===== config.mk =====
export PLATFORM = sky130hd
export DESIGN_NAME = complete_cdb_buffer
export DESIGN_NICKNAME = d
export VERILOG_FILES = /design/src/rtl/complete_cdb_buffer.sv
export SDC_FILE = /design/constraint.sdc
export NUM_CORES = 1
export LEC_CHECK = 0
export ABC_AREA = 1
export BUFFER_PORTS_ARGS = -buffer_cell sky130_fd_sc_hd__buf_2
export CORE_UTILIZATION = 55
export DETAILED_ROUTE_END_ITERATION = 8
export PLACE_DENSITY = 0.76
export SKIP_LAST_GASP = 1
export SYNTH_ARGS = -nofsm -noshare
export SYNTH_HDL_FRONTEND = slang
export SYNTH_SLANG_ARGS = --single-unit

===== constraint.sdc =====
create_clock -name clock -period 2.4 [get_ports clock]
set_input_delay 0 -clock clock [delete_from_list [all_inputs] [get_ports clock]]
set_output_delay 0 -clock clock [all_outputs]
set_load 0.02 [all_outputs]

===== src/rtl/complete_cdb_buffer.sv =====
// In-order completion FIFO between execute and the CDB: one capture and one broadcast per cycle.
// Optional zero-latency empty-buffer bypass when COMPLETE_BYPASS_EN is defined.
module complete_cdb_buffer #(
   parameter int XLEN   = 32,
   parameter int PREG_W = 6,
   parameter int ROB_W  = 5,
   parameter int DEPTH  = 4
) (
   input  logic                         clock,
   input  logic                         reset,
   input  logic                         squash,
   input  logic                         ex_valid,
   output logic                         ex_ready,
   input  logic [PREG_W-1:0]            ex_tag,
   input  logic                         ex_tag_valid,
   input  logic [ROB_W-1:0]             ex_rob_idx,
   input  logic [XLEN-1:0]              ex_result,
   input  logic [XLEN-1:0]              ex_npc,
   input  logic                         ex_take_branch,
   input  logic                         ex_halt,
   output logic                         cdb_valid,
   input  logic                         cdb_ready,
   output logic [PREG_W-1:0]            cdb_tag,
   output logic                         cdb_tag_valid,
   output logic [ROB_W-1:0]             cdb_rob_idx,
   output logic [XLEN-1:0]              cdb_result,
   output logic [XLEN-1:0]              cdb_npc,
   output logic                         cdb_take_branch,
   output logic                         cdb_halt,
   output logic                         almost_full,
   output logic [$clog2(DEPTH+1)-1:0]   count
);

   localparam int PTR_W = $clog2(DEPTH);
   localparam int CNT_W = $clog2(DEPTH+1);

   typedef struct packed {
      logic [PREG_W-1:0] tag;
      logic              tag_valid;
      logic [ROB_W-1:0]  rob_idx;
      logic [XLEN-1:0]   result;
      logic [XLEN-1:0]   npc;
      logic              take_branch;
      logic              halt;
   } entry_t;

   logic [PTR_W-1:0] r_head;
   logic [PTR_W-1:0] r_tail;
   logic [CNT_W-1:0] r_count;
   logic [DEPTH-1:0] r_vld;
   entry_t           r_mem [DEPTH];

   entry_t w_ex;
   entry_t w_out;
   entry_t w_bcast;
   logic   w_ready;
   logic   w_stored;
   logic   w_cdb_valid;
   logic   w_push;
   logic   w_pop;

   always_comb begin
      w_ex             = '0;
      w_ex.tag         = ex_tag;
      w_ex.tag_valid   = ex_tag_valid;
      w_ex.rob_idx     = ex_rob_idx;
      w_ex.result      = ex_result;
      w_ex.npc         = ex_npc;
      w_ex.take_branch = ex_take_branch;
      w_ex.halt        = ex_halt;
   end

   // Full is judged before any same-cycle pop, so a full buffer never accepts.
   assign w_ready  = (r_count < CNT_W'(DEPTH));
   assign w_stored = r_vld[r_head] & (r_count != '0);

`ifdef COMPLETE_BYPASS_EN
   logic w_bypass;
   assign w_bypass    = (r_count == '0) & ex_valid & !squash;
   assign w_cdb_valid = (w_stored | w_bypass) & !squash;
   assign w_out       = w_bypass ? w_ex : r_mem[r_head];
   // A bypassed result accepted by the CDB is never written; a refused one is stored and held.
   assign w_push      = ex_valid & w_ready & !squash & !(w_bypass & cdb_ready);
   assign w_pop       = w_cdb_valid & cdb_ready & !w_bypass;
`else
   assign w_cdb_valid = w_stored & !squash;
   assign w_out       = r_mem[r_head];
   assign w_push      = ex_valid & w_ready & !squash;
   assign w_pop       = w_cdb_valid & cdb_ready;
`endif

   assign w_bcast = w_cdb_valid ? w_out : '0;

   always_ff @(posedge clock or negedge reset) begin
      if (!reset) begin
         r_head  <= '0;
         r_tail  <= '0;
         r_count <= '0;
         r_vld   <= '0;
         for (int unsigned i = 0; i < DEPTH; i++) r_mem[i] <= '0;
      end else if (squash) begin
         r_head  <= '0;
         r_tail  <= '0;
         r_count <= '0;
         r_vld   <= '0;
      end else begin
         if (w_push) begin
            r_mem[r_tail] <= w_ex;
            r_vld[r_tail] <= 1'b1;
            r_tail        <= r_tail + 1'b1;
         end
         if (w_pop) begin
            r_vld[r_head] <= 1'b0;
            r_head        <= r_head + 1'b1;
         end
         r_count <= r_count + CNT_W'(w_push) - CNT_W'(w_pop);
      end
   end

   assign ex_ready        = w_ready;
   assign almost_full     = (r_count >= CNT_W'(DEPTH-1));
   assign count           = r_count;
   assign cdb_valid       = w_cdb_valid;
   assign cdb_tag         = w_bcast.tag;
   assign cdb_tag_valid   = w_bcast.tag_valid;
   assign cdb_rob_idx     = w_bcast.rob_idx;
   assign cdb_result      = w_bcast.result;
   assign cdb_npc         = w_bcast.npc;
   assign cdb_take_branch = w_bcast.take_branch;
   assign cdb_halt        = w_bcast.halt;

endmodule


# Word-level counts from Yosys, hierarchy flattened
# Index checks and enable logic that the tools add are counted.
# op_classes
n_addsub	4
order_cmp	9
muxes	22
bitwise	11
reduce_logical	8
# ops
cell	n
$bwmux 312	1
$mux 78	4
$bmux 78 s2	1
$demux 78 s2	1
$mux 4	4
$mux 2	4
$ge 3x3->1 const B	2
$lt 2x3->1 const B	2
$not 2->3	2
$and 1x1->1	5
$add 2x1->2 const B	2
$and 4x4->4	1
$demux 1 s2	2
$ge 2x1->1 const B	2
$not 4->4	1
$or 4x4->4	1
$reduce_bool 2->1	2
$add 3x1->3	1
$ge 3x2->1 const B	1
$logic_and 1x1->1	3
$lt 3x1->1 const B	1
$lt 3x3->1 const B	1
$mux 1	3
$mux 3	1
6 further kinds	6
# totals
ff_bits	323
inputBits	83
output_inout_bits	84
wordCells	86

# Longest topological paths before layout
# depth
depth_word	10
mapped_depth	14

# Worst setup path after synthesis
# Ideal clock, no wire load.
# synth_path
kind	flip-flop to flip-flop
start	reg r_count[2] (netlist: count[2])
end	reg r_count[2] (netlist: count[2])
arrival_time_ps	2005
required_ps	2282
path_slack_ps	277
path_stages_with_launch	10
path_buffers	0
period_less_slack_ps	2123
path_cell_list	dfrtp_1 inv_1 a21oi_2 nand4_1 nand2_1 ha_1 inv_1 fa_1 xor2_1 nor2_1
# synth_between
elab_chain_len	6
# synth_rtl
element	line_no	source
start: declaration	49	logic [CNT_W-1:0] r_count;
start signal: assignment	116	r_count <= r_count + CNT_W'(w_push) - CNT_W'(w_pop);
$lt 3x3->1	74	assign w_ready = (r_count < CNT_W'(DEPTH));
named net ex_ready	13	output logic ex_ready,
$and 1x1->1 (2 in series)	88	assign w_push = ex_valid & w_ready & !squash;
$add 3x1->3	116	
$sub 3x1->3	116	
$mux 3	101	end else if (squash) begin
# The timed path passes the listed nets, and every way through them passes these cells.
# A chain may end at the register's enable or synchronous reset.

# Worst setup path after layout
# layout_path
start	reg r_head[0]
end	out cdb_npc[20]
# layout_between
elab_chain_len	5
# layout_rtl
element	line_no	source
start: declaration	47	logic [PTR_W-1:0] r_head;
start signal: assignment	114	r_head <= r_head + 1'b1;
$bmux 1 s2 or $not 2->3 (tied branches)	75, 87	
$mux 1 (not written as such) or $bmux 78 s2 (tied branches)	75, 87	
$and 1x1->1 or $mux 78 (tied branches)	75, 87	
$and 1x1->1 or $mux 78 (tied branches)	86, 87	
$mux 78 (*)	92	assign w_bcast = w_cdb_valid ? w_out : '0;
end: declaration	27	output logic [XLEN-1:0] cdb_npc,
# Mark *: on every way between the ends. The rest lies on a longest branch, timed or not. The select of a mux whose other input is x is not followed.

==> flow_summary.json <==
{
  "status": "finished, final reports clean",
  "htree_levels": 2,
  "power.switching_w": 0.00618,
  "internal-power_w": 0.0128,
  "arrival_ps": 2330,
  "mostFrequentLayoutCells": "o21ai_0 (424), nand2_1 (329), dfrtp_1 (320)",
  "synth_cell_types": 23,
  "post-route-period-util_pct": 97.1,
  "netSwitchingFraction_pct": 32.5,
  "cts_buffers": 36,
  "place.gp.congestion": 0.771,
  "dpl_worst_slack_ps": 396,
  "max_freq_mhz": 429,
  "total_power_w": 0.0190,
  "power_density_mw_per_mm2": 1080,
  "dr.pass1.iters": 6,
  "p_clk_share_pct": 28.5,
  "slew_headroom_pct": 31.9,
  "ys_warn_count": 0,
  "ios": 167,
  "cp-start-kind": "register",
  "num_rows": 59,
  "grt_overflow": 0,
  "drt-total-wl_um": 36500,
  "clkTransAtPathRegs_ps": 60,
  "crit_path_end_kind": "primary output",
  "fin_area_mm2": 0.0176,
  "path_cells": "nand2_1 > nand3_2 > nand2_4 > nand2_4 > buf_12 > a21oi_1 > buf_2",
  "dr_total_vias": 12700,
  "crit_required_ps": 2400,
  "crit_path_max_fanout": 45,
  "grt_max_degree": 122,
  "p_leak_nw": 8.68,
  "n_antenna_cell": 0,
  "tns_ps": 0,
  "synthesis.area_mm2": 0.0146,
  "cts_sinks": 323,
  "syn_avg_cell_area_um2": 8.17,
  "finalSetupViolCount": 0,
  "post_cts_buffers": 0,
  "hold_class": "in2async",
  "skew_ps": 10.7,
  "cts_max_path_buffers": 3,
  "ys_seq_area_share_pct": 55.5,
  "final_common_cell": "o21ai_0",
  "p_seq_share_pct": 46.5,
  "groute.usage.overall_pct": 27.4,
  "layout.nets": 2056,
  "hpwl_um": 19700,
  "crit_path_frequent_cell": "nand2_4",
  "ys_seq_elements": 323,
  "drt_iter0_markers": 1084,
  "port_buffers": 166,
  "drive_above_1_share_pct": 13.6,
  "cp_slowest_cell": "dfrtp_4",
  "antenna_found_initial": 0,
  "die_h_um": 165,
  "drcViolationCount": 0,
  "dieArea_mm2": 0.0271,
  "core_mm2": 0.0260,
  "wl_per_cell_um": 15.7,
  "placement.cell_area_mm2": 0.0156,
  "start_util_pct": 56.0,
  "final_antenna_net_count": 0,
  "cts_tree": "done",
  "cts_root_buffer": "clkbuf_16",
  "setup_slack_ps": 70.5,
  "pwr-share-comb_pct": 25.0,
  "critical_path_class": "reg2out",
  "drv_cap": 0,
  "critPathTopFamily": "simple AND/OR/NAND/NOR gates",
  "max_stage_delay_ps": 510,
  "clk_latency_ps": 520,
  "crit_buf_inv": 2,
  "final_hold_viol_count": 0,
  "drv_slew": 0,
  "worst_pin_slew_ps": 1020,
  "grt_pass1_wl_um": 59800,
  "fin_crit_ps": 2330,
  "rsz0062_at_grt": "no",
  "netlist_instances": 1782,
  "syn_nets": 1876,
  "die_x_um": 165,
  "ir_worst_vdd_v": 0.000718,
  "grt_pass1_vias": 12200,
  "syn2layout_area_growth_pct": 20.8,
  "avgViaCountPerCell": 5.46
}
layout make-up:
class | instances | area [um2]
tap | 335 | 419
clock buffer | 56 | 1110
inverter | 99 | 374
sequential | 323 | 8090
multi-input combinational | 1230 | 5530
timing repair buffer | 272 | 2000
clock inverter | 8 | 72.6
fill | 2039 | 8390
sequential cells by signal (all words and copies together) (netlist names):
| name | count |
|---|---|
| count | 3 |
| r_head | 2 |
| r_mem | 312 |
| r_tail | 2 |
| r_vld | 4 |
repair_timing:
action / 4_1_cts / 5_1_grt
gates resized for setup: 1 / 6
hold endpoints to repair: 615 / 0
endpoints found under the setup margin: 43 / 35
hold buffers: 82 / 0
power groups by stage:
| stage | sequential (W) | combinational, W | clock [W] |
|---|---|---|---|
| floorplan | 0.00858 | 0.00355 | 0 |
| global placement | 0.00876 | 0.00440 | 0 |
| detailed placement | 0.00885 | 0.00460 | 0 |
| CTS | 0.00879 | 0.00475 | 0.00549 |
| global route | 0.00909 | 0.00557 | 0.00572 |
| finish | 0.00883 | 0.00475 | 0.00540 |
synth_stat cells:
cell type	n	area (um2)
clkbuf_1	51	191
a21oi_1	69	345
nand2_1	333	1250
buf_1	9	33.8
ha_1	10	125
o21ai_1	50	250
a22o_1	1	8.76
buf_4	2	15.0
xor2_1	1	8.76
buf_6	4	45.0
nor2_1	318	1190
nand2_4	2	22.5
a21oi_2	10	87.6
inv_1	95	357
dfrtp_1	323	8080
clkbuf_2	5	25.0
o21ai_0	424	2120
inv_2	4	15.0
buf_2	59	295
nand3_1	3	15.0
fa_1	1	20.0
nand3_2	1	10.0
nand4_1	7	43.8
stage by stage:
step	instances	hold slack [ps]	util, %
2_1_floorplan	1782	-296	-
3_3_place_gp	2177	-5.33	59.9
3_5_place_dp	2177	5.77	59.9
4_1_cts	2323	53.6	67.6
5_1_grt	2323	92.4	67.7
6_report	2323	34.1	67.7
layer usage:
metal | vias up | global-route usage [%] | part of all wire, %
li1 | 6112 | - | -
met1 | 6073 | 37.5 | 44
met2 | 455 | 45.7 | 48
met3 | 46 | 4.50 | 6.8
met4 | 0 | 6.88 | 1.4
met5 | - | 0 | 0
path summary, 6_finish.rpt:
path	slack (ps)	start	end	cells after the start
max	70	r_head[0]	cdb_npc[20]	7
max in group asynchronous	1500	reset	r_head[1]	3
min reg2reg	480	r_mem[203]	r_mem[203]	2
min	30	reset	r_mem[190]	2
max reg2reg	360	r_head[0]	count[2]	12
min in group clock	310	ex_tag[0]	r_mem[306]	4
kinds of logic after synthesis:
logic type      synth area share, %
compound gates                 19.3
xor+xnor                     0.0602
fa+ha+maj                     0.997
buf+inv                        6.71
flops                          55.5
simple gates                   17.4
Note: power is estimated with default switching activity, not from simulation.
